$ cat src/rtl/mux_input_sequencer.sv
// Operand bank loader and mux-select sweeper feeding the wide operand mux.
// Optional feature macro: MUX_SEQ_REPEAT_EN (re-sweep the retained bank without reloading).

module mux_seq_word #(
  parameter int BIT_WIDTH = 16
) (
  input  logic                 i_clk,
  input  logic                 i_reset,
  input  logic                 we_i,
  input  logic [BIT_WIDTH-1:0] d_i,
  output logic [BIT_WIDTH-1:0] q_o
);
  logic [BIT_WIDTH-1:0] word_q;

  always_ff @(posedge i_clk) begin
    if (i_reset)   word_q <= '0;
    else if (we_i) word_q <= d_i;
  end

  assign q_o = word_q;
endmodule

module mux_input_sequencer #(
  parameter int BIT_WIDTH  = 16,
  parameter int SEL_WIDTH  = 6,
  parameter int NUM_INPUTS = 1 << SEL_WIDTH
) (
  input  logic                                 i_clk,
  input  logic                                 i_reset,
  input  logic                                 i_load_valid,
  input  logic [BIT_WIDTH-1:0]                 i_load_data,
  output logic                                 o_load_ready,
  output logic                                 o_full,
  input  logic                                 i_start,
  input  logic [SEL_WIDTH:0]                   i_count,
  output logic [NUM_INPUTS-1:0][BIT_WIDTH-1:0] o_inputs,
  output logic [SEL_WIDTH-1:0]                 o_sel,
  output logic                                 o_sel_valid,
  input  logic                                 i_sel_ready,
  output logic                                 o_done
);
  typedef enum logic [1:0] {EMPTY, FULL, SWEEP} state_t;

  localparam logic [SEL_WIDTH:0]   CNT_MAX = (SEL_WIDTH+1)'(NUM_INPUTS);
  localparam logic [SEL_WIDTH-1:0] PTR_END = SEL_WIDTH'(NUM_INPUTS - 1);

  state_t               state_q, state_d;
  logic [SEL_WIDTH-1:0] wr_ptr_q, wr_ptr_d;
  logic [SEL_WIDTH-1:0] sel_q, sel_d;
  logic [SEL_WIDTH:0]   cnt_q, cnt_d;
  logic                 done_q, done_d;
  logic                 load_hs;
  logic [NUM_INPUTS-1:0] we;

  assign load_hs = (state_q == EMPTY) && i_load_valid;

  always_comb begin
    state_d  = state_q;
    wr_ptr_d = wr_ptr_q;
    sel_d    = sel_q;
    cnt_d    = cnt_q;
    done_d   = 1'b0;
    case (state_q)
      EMPTY: begin
        if (load_hs) begin
          wr_ptr_d = wr_ptr_q + SEL_WIDTH'(1);
          if (wr_ptr_q == PTR_END) state_d = FULL;
        end
      end
      FULL: begin
        if (i_start) begin
          state_d = SWEEP;
          sel_d   = '0;
          // Zero or oversize counts mean a full sweep of the bank.
          cnt_d   = (i_count == '0 || i_count > CNT_MAX) ? CNT_MAX : i_count;
        end
      end
      SWEEP: begin
        if (i_sel_ready) begin
          if ({1'b0, sel_q} == cnt_q - (SEL_WIDTH+1)'(1)) begin
`ifdef MUX_SEQ_REPEAT_EN
            state_d = FULL;
`else
            state_d = EMPTY;
`endif
            sel_d  = '0;
            done_d = 1'b1;
          end else begin
            sel_d = sel_q + SEL_WIDTH'(1);
          end
        end
      end
      default: state_d = EMPTY;
    endcase
  end

  always_ff @(posedge i_clk) begin
    if (i_reset) begin
      state_q  <= EMPTY;
      wr_ptr_q <= '0;
      sel_q    <= '0;
      cnt_q    <= '0;
      done_q   <= 1'b0;
    end else begin
      state_q  <= state_d;
      wr_ptr_q <= wr_ptr_d;
      sel_q    <= sel_d;
      cnt_q    <= cnt_d;
      done_q   <= done_d;
    end
  end

  for (genvar k = 0; k < NUM_INPUTS; k++) begin : g_bank
    assign we[k] = load_hs && (wr_ptr_q == SEL_WIDTH'(k));
    mux_seq_word #(.BIT_WIDTH(BIT_WIDTH)) u_word (
      .i_clk   (i_clk),
      .i_reset (i_reset),
      .we_i    (we[k]),
      .d_i     (i_load_data),
      .q_o     (o_inputs[k])
    );
  end

  assign o_load_ready = (state_q == EMPTY);
  assign o_full       = (state_q == FULL);
  assign o_sel_valid  = (state_q == SWEEP);
  assign o_sel        = sel_q;
  assign o_done       = done_q;
endmodule
$ cat config.mk
export PLATFORM = sky130hd
export DESIGN_NAME = mux_input_sequencer
export DESIGN_NICKNAME = d
export VERILOG_FILES = /design/src/rtl/mux_input_sequencer.sv
export SDC_FILE = /design/constraint.sdc
export NUM_CORES = 2
export LEC_CHECK = 0
export CAP_MARGIN = 20
export CORE_AREA = 5 5 408 410
export CTS_CLUSTER_SIZE = 25
export DETAILED_ROUTE_END_ITERATION = 7
export DIE_AREA = 0 0 413 415
export GPL_ROUTABILITY_DRIVEN = 0
export HOLD_SLACK_MARGIN = 0.12
export MAX_ROUTING_LAYER = met4
export PLACE_DENSITY = 0.55
export SYNTH_ARGS = -nofsm -noshare
export SYNTH_HDL_FRONTEND = slang
export SYNTH_HIERARCHICAL = 1
export SYNTH_SLANG_ARGS = --single-unit
$ cat constraint.sdc
create_clock -name i_clk -period 3.95 [get_ports i_clk]
set_input_delay 0.79 -clock i_clk [delete_from_list [all_inputs] [get_ports i_clk]]
set_output_delay 0.79 -clock i_clk [all_outputs]
set_load 0.02 [all_outputs]
==> results.tsv <==
metric	value	unit
outcome	finished, final reports clean	
I/O pin total	1062	
final WL	159	mm
setup tns final	0	ns
f_max	320	MHz
htree depth	3	
initial drt markers	1630	
Worst Tran Pin Value	0.958	ns
Pwr per Cell Area	408	nW/um^2
gr usage total	18.1	%
Die Y	415	um
Async S/R FF share, synth	0	%
CTS tree	done	
initial antenna violation count	3	
routed len/inst	23.2	um
R2R Setup Slk	1.26	ns
synth unique cells	40	
Clock Tree Root	clkbuf_16	
CP max stage delay	0.83	ns
Leak Pwr	18.0	nW
share of cells above drive strength 1	8.08	%
Post-DP HPWL	109	mm
Final nets	4621	
# setup viols final	0	
Layout area overhead	40.9	%
Clk pin slew, worst setup/hold paths	0.06	ns
CP endpoint kind	output port	
Via density	4.24	
Gates resized, CTS repair	0	
RSZ-0062 raised after global routing	false	
Crit path required time	3.16	ns
TritonRoute pass-1 iters	5	
Area after DPL	50800	sq um
Die Area	171000	sq um
starting density of the core	23.9	%
Post-synth top flop	dfxtp_1	
synth top area cells	dfxtp_1 54%, mux2i_1 26%, nor2_1 11%	
Sw Ratio	23.4	%
DRC Markers	0	
crit-path cells	nand2b_1 -> inv_1 -> clkdlybuf4s50_1	
largest net degree at the start of global routing	104	
Synth Warn #	6	
Mapped Nets	3599	
post-synth top area share	54.0	%
Hold Buf Count CTS	0	
top cells by count, synth	1107 x nor2_1, 1046 x dfxtp_1, 1024 x mux2i_1, 66 x buf_2	
standard-cell row count	148	
Port Buffers	1061	
synthesized area per cell	10.9	sq um
total CTS buffers	115	
DR vias	29076	
routed length on met1	64.1	mm
post-synth top area cell	dfxtp_1	
synthesized cell area	38700	sq um
sequential group share of total power	47.6	%
clock skew	0.0286	ns
routed wl met2	77.5	mm
most frequent cell after synthesis	nor2_1	
Critical Path Fanout Max	5	
Final Hold Viols	0	
VDD IR max	360	uV
setup repair bufs after CTS	0	
Final ANT Viol Nets	0	
Combinational Power Share	3.9	%
Post-synth EDFFs	0	
Slew headroom	36.1	%
sequential share of the synthesized area	54.0	%
startpoint types	register	
Post-Synthesis Cells	3565	
Tcrit/Tclk final	79.2	%
CP arrival	2.34	ns
maximum clock path buffer count	3	
chip width	413	um
Psw	5.21	mW
Crit-path slowest cell	clkdlybuf4s50_1	
Max Cap Viol	0	
clock sinks	1046	
Final min period	3.13	ns
max layer used	met4	
core area	162000	sq um
Max Slew Vio Count	0	
metal3 WL	10.4	mm
Int Pwr	17.0	mW
Non-Filler Cell Area, Final	54600	sq um
global-route wire length before repair	220	mm
#FFs+latches synth	1046	
clk_lat worst skew	0.72	ns
kind of critical path	reg -> out	
vias in the first global route	28565	
clock power share	48.5	%
total gr overflow	0	
HP Class	reg -> reg	
## layout make-up
type | count | area (sq um)
Inverter | 7 | 26.3
Fill cell | 16370 | 107000
Timing Repair Buffer | 1172 | 11700
Multi-Input combinational cell | 2245 | 15400
Clock buffer | 169 | 3350
Sequential cell | 1046 | 20900
Tap cell | 2175 | 2720
Antenna cell | 2 | 5.00
Clock inverter | 37 | 440
## worst paths after layout
check / from / end / depth (start not counted)
worst max-delay path: state_q[1] / o_sel_valid / 3
worst min-delay path: g_bank[57].u_word/q_o[10] / g_bank[57].u_word/q_o[10] / 2
worst max register to register: state_q[1] / g_bank[9].u_word/q_o[7] / 6
worst min register to register: g_bank[57].u_word/q_o[10] / g_bank[57].u_word/q_o[10] / 2
## sequential cells by signal, indices dropped and copies added (netlist names)
| register | cells |
|---|---|
| o_sel | 6 |
| o_done | 1 |
| state_q | 2 |
| cnt_q | 7 |
| g_bank.u_word/q_o | 1024 |
| wr_ptr_q | 6 |
## cells by family (layout without fill, tap and decap cells)
family | Yosys count | count (layout) | synth area share [%]
AOI/OAI and AO/OA | 29 | 29 | 0.468
muxes | 1024 | 1024 | 26.5
and+or+nand+nor | 1174 | 1174 | 11.8
adders and majority gates | 6 | 6 | 0.194
buffers and inverters | 274 | 1385 | 6.79
DFF | 1046 | 1046 | 54.0
other | 0 | 2 | 0
xor gates and xnor gates | 12 | 12 | 0.291
## worst max-delay path: cells and delay by family, from the launching register on
family	cells	cell delay, ns
DFF	1	0.46
buffers and inverters	2	0.99
and+or+nand+nor	1	0.16
## routing by layer
layer	GRT usage (%)	up-vias
met2	30.4	896
met1	20.6	14102
li1	-	13806
met5	-	-
met4	7.44	0
met3	4.59	272
## power by group through the flow
stage | sequential [mW] | clock (mW) | combinational [mW]
4_1_cts | 10.6 | 11.1 | 0.896
3_3_place_gp | 10.8 | 0 | 0.896
3_5_place_dp | 10.8 | 0 | 0.895
5_1_grt | 10.6 | 11.5 | 0.920
2_1_floorplan | 10.9 | 0 | 0.273
6_report | 10.6 | 10.8 | 0.872
## through the flow
stage / hold WS, ns / setup WS [ns] / util (%) / cells / power, mW
finish: 0.487 / 0.821 / 33.7 / 6853 / 22.3
global route: 0.447 / 0.600 / 33.7 / 6853 / 23.0
CTS: 0.412 / 0.694 / 33.7 / 6851 / 22.6
detailed placement: 0.477 / 0.540 / 31.3 / 6645 / 11.7
global placement: 0.471 / 0.595 / 31.3 / 6645 / 11.7
floorplan: 0.477 / 1.62 / - / 3565 / 11.1
## layout by cell type (no fill, tap or decap), types with 4 or more instances in the layout
master           Yosys  layout
clkinv_2             0      22
nor2_1            1107    1043
inv_1                7       7
o21ai_0              7       7
nor3_1               7       7
nor2_2               0      62
xnor2_1              4       4
and3_1               4       4
ha_1                 6       6
nand2_1             20      20
nand3_1             10       9
dfxtp_1           1046    1046
nor3b_1              6       6
nand3b_1             4       4
mux2i_1           1024    1024
clkbuf_16            0     118
bufinv_16            0       6
a21oi_1             13      13
clkdlybuf4s50_1      0    1044
clkbuf_1             9      30
buf_12              64      26
buf_4                0     101
clkbuf_8             0      21
xor2_1               7       7
Power figures use the tool's default switching activity.
